File: config.mk
export PLATFORM = sky130hd
export DESIGN_NAME = ec_correct_sched
export DESIGN_NICKNAME = d
export VERILOG_FILES = /design/src/rtl/ec_correct_sched.sv
export SDC_FILE = /design/constraint.sdc
export NUM_CORES = 1
export LEC_CHECK = 0
export CORE_UTILIZATION = 25
export DETAILED_ROUTE_END_ITERATION = 16
export PLACE_DENSITY = 0.61
export SYNTH_ARGS = -nofsm -noshare
export SYNTH_HDL_FRONTEND = slang
export SYNTH_SLANG_ARGS = --single-unit
File: constraint.sdc
create_clock -name clk -period 3.9 [get_ports clk]
set_input_delay 0.78 -clock clk [delete_from_list [all_inputs] [get_ports clk]]
set_output_delay 0.78 -clock clk [all_outputs]
set_load 0.05 [all_outputs]
File: src/rtl/ec_correct_sched.sv
// ec_correct_sched: round-robin front end sharing one ec_digit_correct
// pipeline between NUM_REQ requesters, with drain control and a counter.
module ec_correct_sched #(
   parameter int NUM_REQ    = 4,
   parameter int DATA_WIDTH = 18,
   parameter int DP_LAT     = 3,
   parameter int CNT_WIDTH  = 16
) (
   input  logic                            clk,
   input  logic                            reset,
   input  logic                            enable,
   input  logic                            drain_req,
   input  logic                            cnt_clr,
   input  logic [NUM_REQ-1:0]              req_valid,
   output logic [NUM_REQ-1:0]              req_ready,
   input  logic [NUM_REQ*DATA_WIDTH-1:0]   req_Y,
   input  logic [NUM_REQ*DATA_WIDTH-1:0]   req_cor,
   input  logic [NUM_REQ*2-1:0]            req_sign_A,
   input  logic [NUM_REQ*2-1:0]            req_sign_B,
   output logic [DATA_WIDTH-1:0]           dp_Y,
   output logic [DATA_WIDTH-1:0]           dp_cor,
   output logic [1:0]                      dp_sign_A,
   output logic [1:0]                      dp_sign_B,
   input  logic [DATA_WIDTH-1:0]           dp_Y_ret,
   input  logic [DATA_WIDTH-1:0]           dp_cor_ret,
   input  logic [1:0]                      dp_sign_A_ret,
   input  logic [1:0]                      dp_sign_B_ret,
   output logic [NUM_REQ-1:0]              rsp_valid,
   output logic [DATA_WIDTH-1:0]           rsp_Y,
   output logic [DATA_WIDTH-1:0]           rsp_cor,
   output logic [1:0]                      rsp_sign_A,
   output logic [1:0]                      rsp_sign_B,
   output logic                            busy,
   output logic                            drain_done,
   output logic [CNT_WIDTH-1:0]            corr_cnt
);
   localparam int IW = (NUM_REQ > 1) ? $clog2(NUM_REQ) : 1;

   typedef enum logic [1:0] {IDLE, RUN, DRAIN} state_t;

   state_t                state_q, state_d;
   logic [IW-1:0]         rr_q, rr_d;
   logic [IW-1:0]         win;
   logic                  found;
   logic                  hs;
   logic [DP_LAT:0]       tv_q, tv_d;
   logic [IW-1:0]         tid_q [0:DP_LAT];
   logic [IW-1:0]         tid_d [0:DP_LAT];
   logic [DATA_WIDTH-1:0] dp_Y_q, dp_Y_d;
   logic [DATA_WIDTH-1:0] dp_cor_q, dp_cor_d;
   logic [1:0]            dp_sa_q, dp_sa_d;
   logic [1:0]            dp_sb_q, dp_sb_d;
   logic                  drain_done_q, drain_done_d;
   logic [CNT_WIDTH-1:0]  cnt_q, cnt_d;
   logic                  corr_inc;

   // first valid requester at or after the pointer, wrapping
   always_comb begin : arb
      int idx;
      idx   = 0;
      found = 1'b0;
      win   = '0;
      for (int i = 0; i < NUM_REQ; i++) begin
         idx = int'(rr_q) + i;
         if (idx >= NUM_REQ) idx = idx - NUM_REQ;
         if (!found && req_valid[idx]) begin
            found = 1'b1;
            win   = IW'(idx);
         end
      end
   end

   assign hs        = (state_q == RUN) && !drain_req && found;
   assign req_ready = hs ? (NUM_REQ'(1) << win) : '0;

   always_comb begin
      state_d      = state_q;
      drain_done_d = 1'b0;
      unique case (state_q)
         IDLE:    if (enable && !drain_req) state_d = RUN;
         RUN:     if (drain_req) state_d = DRAIN;
         DRAIN: begin
            if (tv_q == '0) begin
               state_d      = IDLE;
               drain_done_d = 1'b1;
            end
         end
         default: state_d = IDLE;
      endcase
   end

   always_comb begin
      rr_d     = rr_q;
      dp_Y_d   = dp_Y_q;
      dp_cor_d = dp_cor_q;
      dp_sa_d  = dp_sa_q;
      dp_sb_d  = dp_sb_q;
      if (hs) begin
         rr_d     = (win == IW'(NUM_REQ - 1)) ? '0 : win + IW'(1);
         dp_Y_d   = req_Y[int'(win)*DATA_WIDTH +: DATA_WIDTH];
         dp_cor_d = req_cor[int'(win)*DATA_WIDTH +: DATA_WIDTH];
         dp_sa_d  = req_sign_A[int'(win)*2 +: 2];
         dp_sb_d  = req_sign_B[int'(win)*2 +: 2];
      end
   end

   always_comb begin
      tv_d     = {tv_q[DP_LAT-1:0], hs};
      tid_d[0] = win;
      for (int k = 1; k <= DP_LAT; k++) tid_d[k] = tid_q[k-1];
   end

   assign corr_inc = tv_q[DP_LAT] && (dp_sign_A_ret == 2'd2) &&
                     (dp_sign_B_ret == 2'd2);

   always_comb begin
      cnt_d = cnt_q;
      if (cnt_clr) cnt_d = '0;
      else if (corr_inc && (cnt_q != '1)) cnt_d = cnt_q + CNT_WIDTH'(1);
   end

   always_ff @(posedge clk) begin
      if (reset) begin
         state_q      <= IDLE;
         rr_q         <= '0;
         tv_q         <= '0;
         for (int k = 0; k <= DP_LAT; k++) tid_q[k] <= '0;
         dp_Y_q       <= '0;
         dp_cor_q     <= '0;
         dp_sa_q      <= '0;
         dp_sb_q      <= '0;
         drain_done_q <= 1'b0;
         cnt_q        <= '0;
      end else begin
         state_q      <= state_d;
         rr_q         <= rr_d;
         tv_q         <= tv_d;
         for (int k = 0; k <= DP_LAT; k++) tid_q[k] <= tid_d[k];
         dp_Y_q       <= dp_Y_d;
         dp_cor_q     <= dp_cor_d;
         dp_sa_q      <= dp_sa_d;
         dp_sb_q      <= dp_sb_d;
         drain_done_q <= drain_done_d;
         cnt_q        <= cnt_d;
      end
   end

   assign dp_Y       = dp_Y_q;
   assign dp_cor     = dp_cor_q;
   assign dp_sign_A  = dp_sa_q;
   assign dp_sign_B  = dp_sb_q;
   assign rsp_valid  = tv_q[DP_LAT] ? (NUM_REQ'(1) << tid_q[DP_LAT]) : '0;
   assign rsp_Y      = dp_Y_ret;
   assign rsp_cor    = dp_cor_ret;
   assign rsp_sign_A = dp_sign_A_ret;
   assign rsp_sign_B = dp_sign_B_ret;
   assign busy       = (state_q != IDLE) || (tv_q != '0);
   assign drain_done = drain_done_q;
   assign corr_cnt   = cnt_q;
endmodule

== After elaboration in Yosys (flattened, before gate mapping) ==
Memory sizes are Yosys's and may differ from the RTL's.
Cells that the tools add are included.

* Bits in latches: 0
* Flip-flop bits (word level): 65
* Bits in writable memories: 8
* Output and inout port bits: 106
* Memories: 1
* ROM bits: 0
* Logic and storage cells: 108
* Input port bits: 209

* Multiplexer cells: 39
* $mul: 1
* Equal/unequal tests: 9
* Reduce and logical (&&, ||, !) cells: 21
* Add/subtract/negate cells: 9
* Bitwise logic cells: 5
* Div/mod/pow operators: 0
* Shifts and indexed selects: 6
* Order comparisons: 8

{| class="wikitable"
|+ Memory list
! memory !! words !! width !! read ports !! clocked after Yosys merged registers in !! wr ports !! RTL line !! source
|-
| tid_q || 4 || 2 || 4 || 0 || 4 || 47 || <nowiki>logic [IW-1:0] tid_q [0:DP_LAT];</nowiki>
|}

{| class="wikitable"
|+ Operator list
! operator !! number
|-
| $lt 32x4->1 const B || 4
|-
| $mux 32 || 4
|-
| $shiftx 72x32->18 || 1
|-
| $shiftx 72x8->18 || 1
|-
| $mux 2 || 12
|-
| $add 16x1->16 const B || 1
|-
| $mux 1 || 16
|-
| $ne 16x16->1 const B || 1
|-
| $shiftx 8x4->2 || 2
|-
| $sub 3x3->4 const B || 3
|-
| $ge 3x3->1 const B || 3
|-
| $logic_and 1x1->1 || 9
|-
| $bmux 1 s2 || 4
|-
| $eq 2x2->1 const B || 4
|-
| $mux 4 || 2
|-
| $shl 1x2->4 const A || 2
|-
| $add 2x2->3 const B || 2
|-
| $mul 2x4->6 const B || 1
|-
| $ne 2x2->1 const B || 3
|-
| $pmux 2 s3 || 1
|-
| $logic_not 1->1 || 4
|-
| $logic_not 4->1 || 1
|-
| $or 1x1->1 || 4
|-
| $reduce_bool 4->1 || 1
|-
| other kinds (11) || 12
|}

== Logic depth before layout (Yosys ltp) ==
* Word-level depth: 17
* Depth in mapped cells: 7
* Mapped depth without buffers: 6

== Worst setup path after synthesis ==
No wires, ideal clock.

* Path type: in2out
* Start: in req_valid[2]
* End: out req_ready[0]
* Arrival time: 2666 ps
* Buffers on the path: 0
* Stages: 4
* Slack: 454 ps
* Data required time: 3120 ps
* Cell sequence: nor2b_1 -> a21boi_1 -> o32ai_2 -> nor3b_1

* Cells in the longest elaborated chain, start to end: 15
* Elaborated cells between the ends (all ways): 29
* Those cells by class: shift (1); mux (21); reduce/logical (7)

{| class="wikitable"
|+ Ends and longest elaborated chain
! what !! RTL line !! source
|-
| start, declared || 14 || <nowiki>input logic [NUM_REQ-1:0] req_valid,</nowiki>
|-
| $bmux 1 s2 || 66 || <nowiki>if (!found && req_valid[idx]) begin</nowiki>
|-
| $mux 1 (implied by the code) (2 in series) || 66 ||
|-
| $mux 1 || 66 ||
|-
| $logic_not 1->1 || 66 ||
|-
| $logic_and 1x1->1 || 66 ||
|-
| $mux 1 || 66 ||
|-
| $logic_not 1->1 || 66 ||
|-
| $logic_and 1x1->1 || 66 ||
|-
| $mux 1 || 66 ||
|-
| $logic_not 1->1 || 66 ||
|-
| $logic_and 1x1->1 || 66 ||
|-
| $mux 2 or $mux 1 (tied branches) || 66 ||
|-
| $shl 1x2->4 or $logic_and 1x1->1 (tied branches) || 74, 73 ||
|-
| $mux 4 (*) || 74 || <nowiki>assign req_ready = hs ? (NUM_REQ'(1) << win) : '0;</nowiki>
|-
| end, declared || 15 || <nowiki>output logic [NUM_REQ-1:0] req_ready,</nowiki>
|}

Every way passes the cells marked *; elsewhere a longest branch is shown, timed or not. The select of a mux whose other input is x is not followed.

== Final worst setup path ==
* Start: in req_valid[3]
* End: out req_ready[3]

The elaborated chain is that of the path after synthesis.

==> flow_summary_export.csv <==
group,metric,value,unit
clock_network,cts_resized,0,
sta,finalSetupViolCount,0,
clock_network,clockRootBuffer,"clkbuf_16",
synth,synth-seq-area-share,35.8,%
flow_run,cap_violations,0,
clock_network,clk_pin_slew_worst_paths,0.06,ns
floorplanning,initial_core_util,25.7,%
floorplanning,fp.dieW,130,microns
clock_network,postCtsHoldBufs,0,
floorplanning,die_h,130,microns
final_layout,nFillCells,1538,
power_and_ir_drop,p_leak,2.38,nW
worst_hold_path,hold_class,"reg2reg",
final_layout,synthToLayoutAreaGrowth,64.1,%
sta,slew_headroom,45.1,%
drt,drtAntennaViolNets,0,
setup_path,cp-end-kind,"output pin",
synth,synth.distinct_cells,44,
final_layout,postLayoutCoreUtil,42.1,%
synth,ys_seq_elements,73,
synth,syn_area_per_cell,9.42,sq um
clock_network,cts_max_path_buffers,2,
sta,timing.final.crit_period,3.36,ns
clock_network,numCtsBuffers,9,
setup_path,critical_path_arrival,2.58,ns
global_routing,gr-total-overflow,0,
final_layout,drive_above_1_share,5.54,%
synth,synth_edf_count,0,
placement,place.gp.congestion,0.789,
sta,setup_ws,0.537,ns
power_and_ir_drop,p_per_area,320,nW/um^2
power_and_ir_drop,p_sw,0.527,mW
synth,post-synth-top-area-fraction,35.8,%
clock_network,cts_setup_buffers,0,
power_and_ir_drop,combPwrFrac,21.2,%
final_layout,multiInputGateArea,2130,sq um
sta,skew,0.00595,ns
sta,fin_crit_sh,86.2,%
sta,slew_violations,0,
synth,yosysTopAreaCell,"dfxtp_1",
synth,syn-instance-count,433,
setup_path,path_cells,"clkdlybuf4s50_1 -> nor4_1 -> nor3_1 -> nand2_1 -> nor2_1 -> buf_12",
sta,finalHoldViolCount,0,
synth,synth_top_cells_by_area,"dfxtp_1 (36%), mux2i_1 (20%), o221ai_1 (8.6%)",
final_layout,diodes,0,
clock_network,cts_sinks,73,
placement,io_buffers,242,
setup_path,crit_buf_inv,2,
floorplanning,io_pins,315,
drt,wl_met1,4840,microns
floorplanning,rows,46,
drt,routed_via_density,4.71,
placement,dp_hpwl,9830,microns
global_routing,track_usage,15.1,%
power_and_ir_drop,p_int,1.62,mW
drt,first_pass_iters,4,
global_routing,grt_pass1_wl,19500,microns
power_and_ir_drop,p_sw_share,24.6,%
clock_network,worstSkewPairLatency,0.34,ns
synth,async_flop_share,0,%
setup_path,cpPeakStageDelay,0.68,ns
drt,routed_wirelength,13100,microns
placement,pre_cts_ws,0.543,ns
floorplanning,dieArea,16800,sq um
status,status,"complete, no violations",
synth,synthTopCellsByCount,"mux2i_1 (80), dfxtp_1 (73), nand2_1 (52)",
sta,setup_tns,0,ns
sta,fmax,297,MHz
synth,syn-cell-area,4080,sq um
global_routing,grt_start_max_net_pins,83,
global_routing,grt_pass1_vias,3882,
global_routing,grt_antenna_before_repair,0,
sta,tightest_slew,0.817,ns
synth,yosysWarnings,0,
drt,wl_met3,1310,microns
synth,synthMostInstantiatedCell,"mux2i_1",
power_and_ir_drop,clock_power_share,42.6,%
setup_path,critPathKind,"in2out",
clock_network,htree_levels,3,
power_and_ir_drop,ir_drop,0.000193,V
setup_path,crit_slowest_cell,"nor3_1",
power_and_ir_drop,pwr-share-seq,36.1,%
setup_path,critPathTopFamily,"simple AND/OR/NAND/NOR gates",
setup_path,cp_max_fo,7,
setup_path,start_kind,"input port",
drt,top_layer_used,"met4",
final_layout,regArea,1460,sq um
drt,dr.first_iter.drc_count,134,
drt,route.vias.total,3996,
synth,synthFlopType,"dfxtp_1",
drt,dr_wl_met2,6650,microns
final_layout,nets,837,
drt,drc,0,
synth,synth_nets,643,
sta,rsz0062_at_grt,"false",
setup_path,required,3.12,ns
clock_network,cts_tree,"built",
drt,wl_per_cell,15.4,microns
floorplanning,core-area,15900,sq um
-- area by class of cell --
| type | instances | area share (%) |
|---|---|---|
| Clock inverter | 5 | 1.16 |
| Clock buffer | 11 | 3.77 |
| Tap cell | 216 | 4.04 |
| Inverter | 2 | 0.112 |
| Multi-Input combinational cell | 293 | 31.8 |
| Sequential cell | 73 | 21.8 |
| Timing Repair Buffer | 248 | 37.3 |
-- worst paths after layout --
| path | startpoint | endpoint | slack (ns) | cells after the start |
|---|---|---|---|---|
| max | req_valid[3] | req_ready[3] | 0.54 | 6 |
| min | tid_q[0][1]$_SDFF_PP0_ | tid_q[1][1]$_SDFF_PP0_ | 0.43 | 1 |
| max reg2reg | rr_q[0]$_SDFFE_PP0P_ | dp_Y[15]$_SDFFE_PP0P_ | 1.59 | 6 |
| min reg2reg | tid_q[0][1]$_SDFF_PP0_ | tid_q[1][1]$_SDFF_PP0_ | 0.43 | 1 |
-- layout by cell type (no fill, tap or decap), types with 3 or more instances in the layout --
cell and n:
clkdlybuf4s50_1 238, mux2i_1 80, dfxtp_1 73, nand2_1 52
o221ai_1 40, nor2_1 26, nor2b_1 13, xnor2_1 12
nor3_1 9, clkbuf_16 9, nor4_1 8, buf_4 7
nand3_1 6, nand4_1 5, nor3b_1 4, and3_1 4
a21oi_1 3, and4_1 3, buf_12 3
-- through the flow --
| step | hold slack [ns] | total power, mW | instances | instance area, sq um |
|---|---|---|---|---|
| floorplan | 0.414 | 1.12 | 433 | 4080 |
| global placement | 0.419 | 1.24 | 832 | 6360 |
| detailed placement | 0.426 | 1.25 | 832 | 6360 |
| CTS | 0.434 | 2.18 | 848 | 6700 |
| global route | 0.459 | 2.23 | 848 | 6700 |
| finish | 0.432 | 2.14 | 848 | 6700 |
-- per-layer routing --
metal / global-route usage [%] / vias up
met5: 0 / -
met4: 6.63 / 0
met3: 6.64 / 34
met2: 27.5 / 194
met1: 14.9 / 1845
li1: - / 1923
-- kinds of logic (layout without fill, tap and decap cells) --
kind of cell	Yosys count	after routing	synth area share [%]
adders and majority gates	1	1	0.307
muxes	80	80	19.6
xor gates and xnor gates	14	14	3.01
buffers and inverters	67	266	12.2
DFF	73	73	35.8
AOI/OAI and AO/OA	51	51	10.5
and+or+nand+nor	147	147	18.5
-- flip-flops by register name, indices dropped and copies added, names as in the netlist --
name        cells
tv_q            4
dp_cor         18
tid_q           8
drain_done      1
state_q         2
dp_sign_B       2
dp_sign_A       2
rr_q            2
dp_Y           18
corr_cnt       16
-- power groups by stage --
stage	clock network (mW)	logic (mW)	registers, mW
after floorplan	0	0.288	0.836
after global placement	0	0.452	0.790
after detailed placement	0	0.459	0.790
after CTS	0.944	0.460	0.774
after global routing	0.969	0.482	0.776
final	0.914	0.455	0.774
Note: power is estimated with default switching activity, not from simulation.
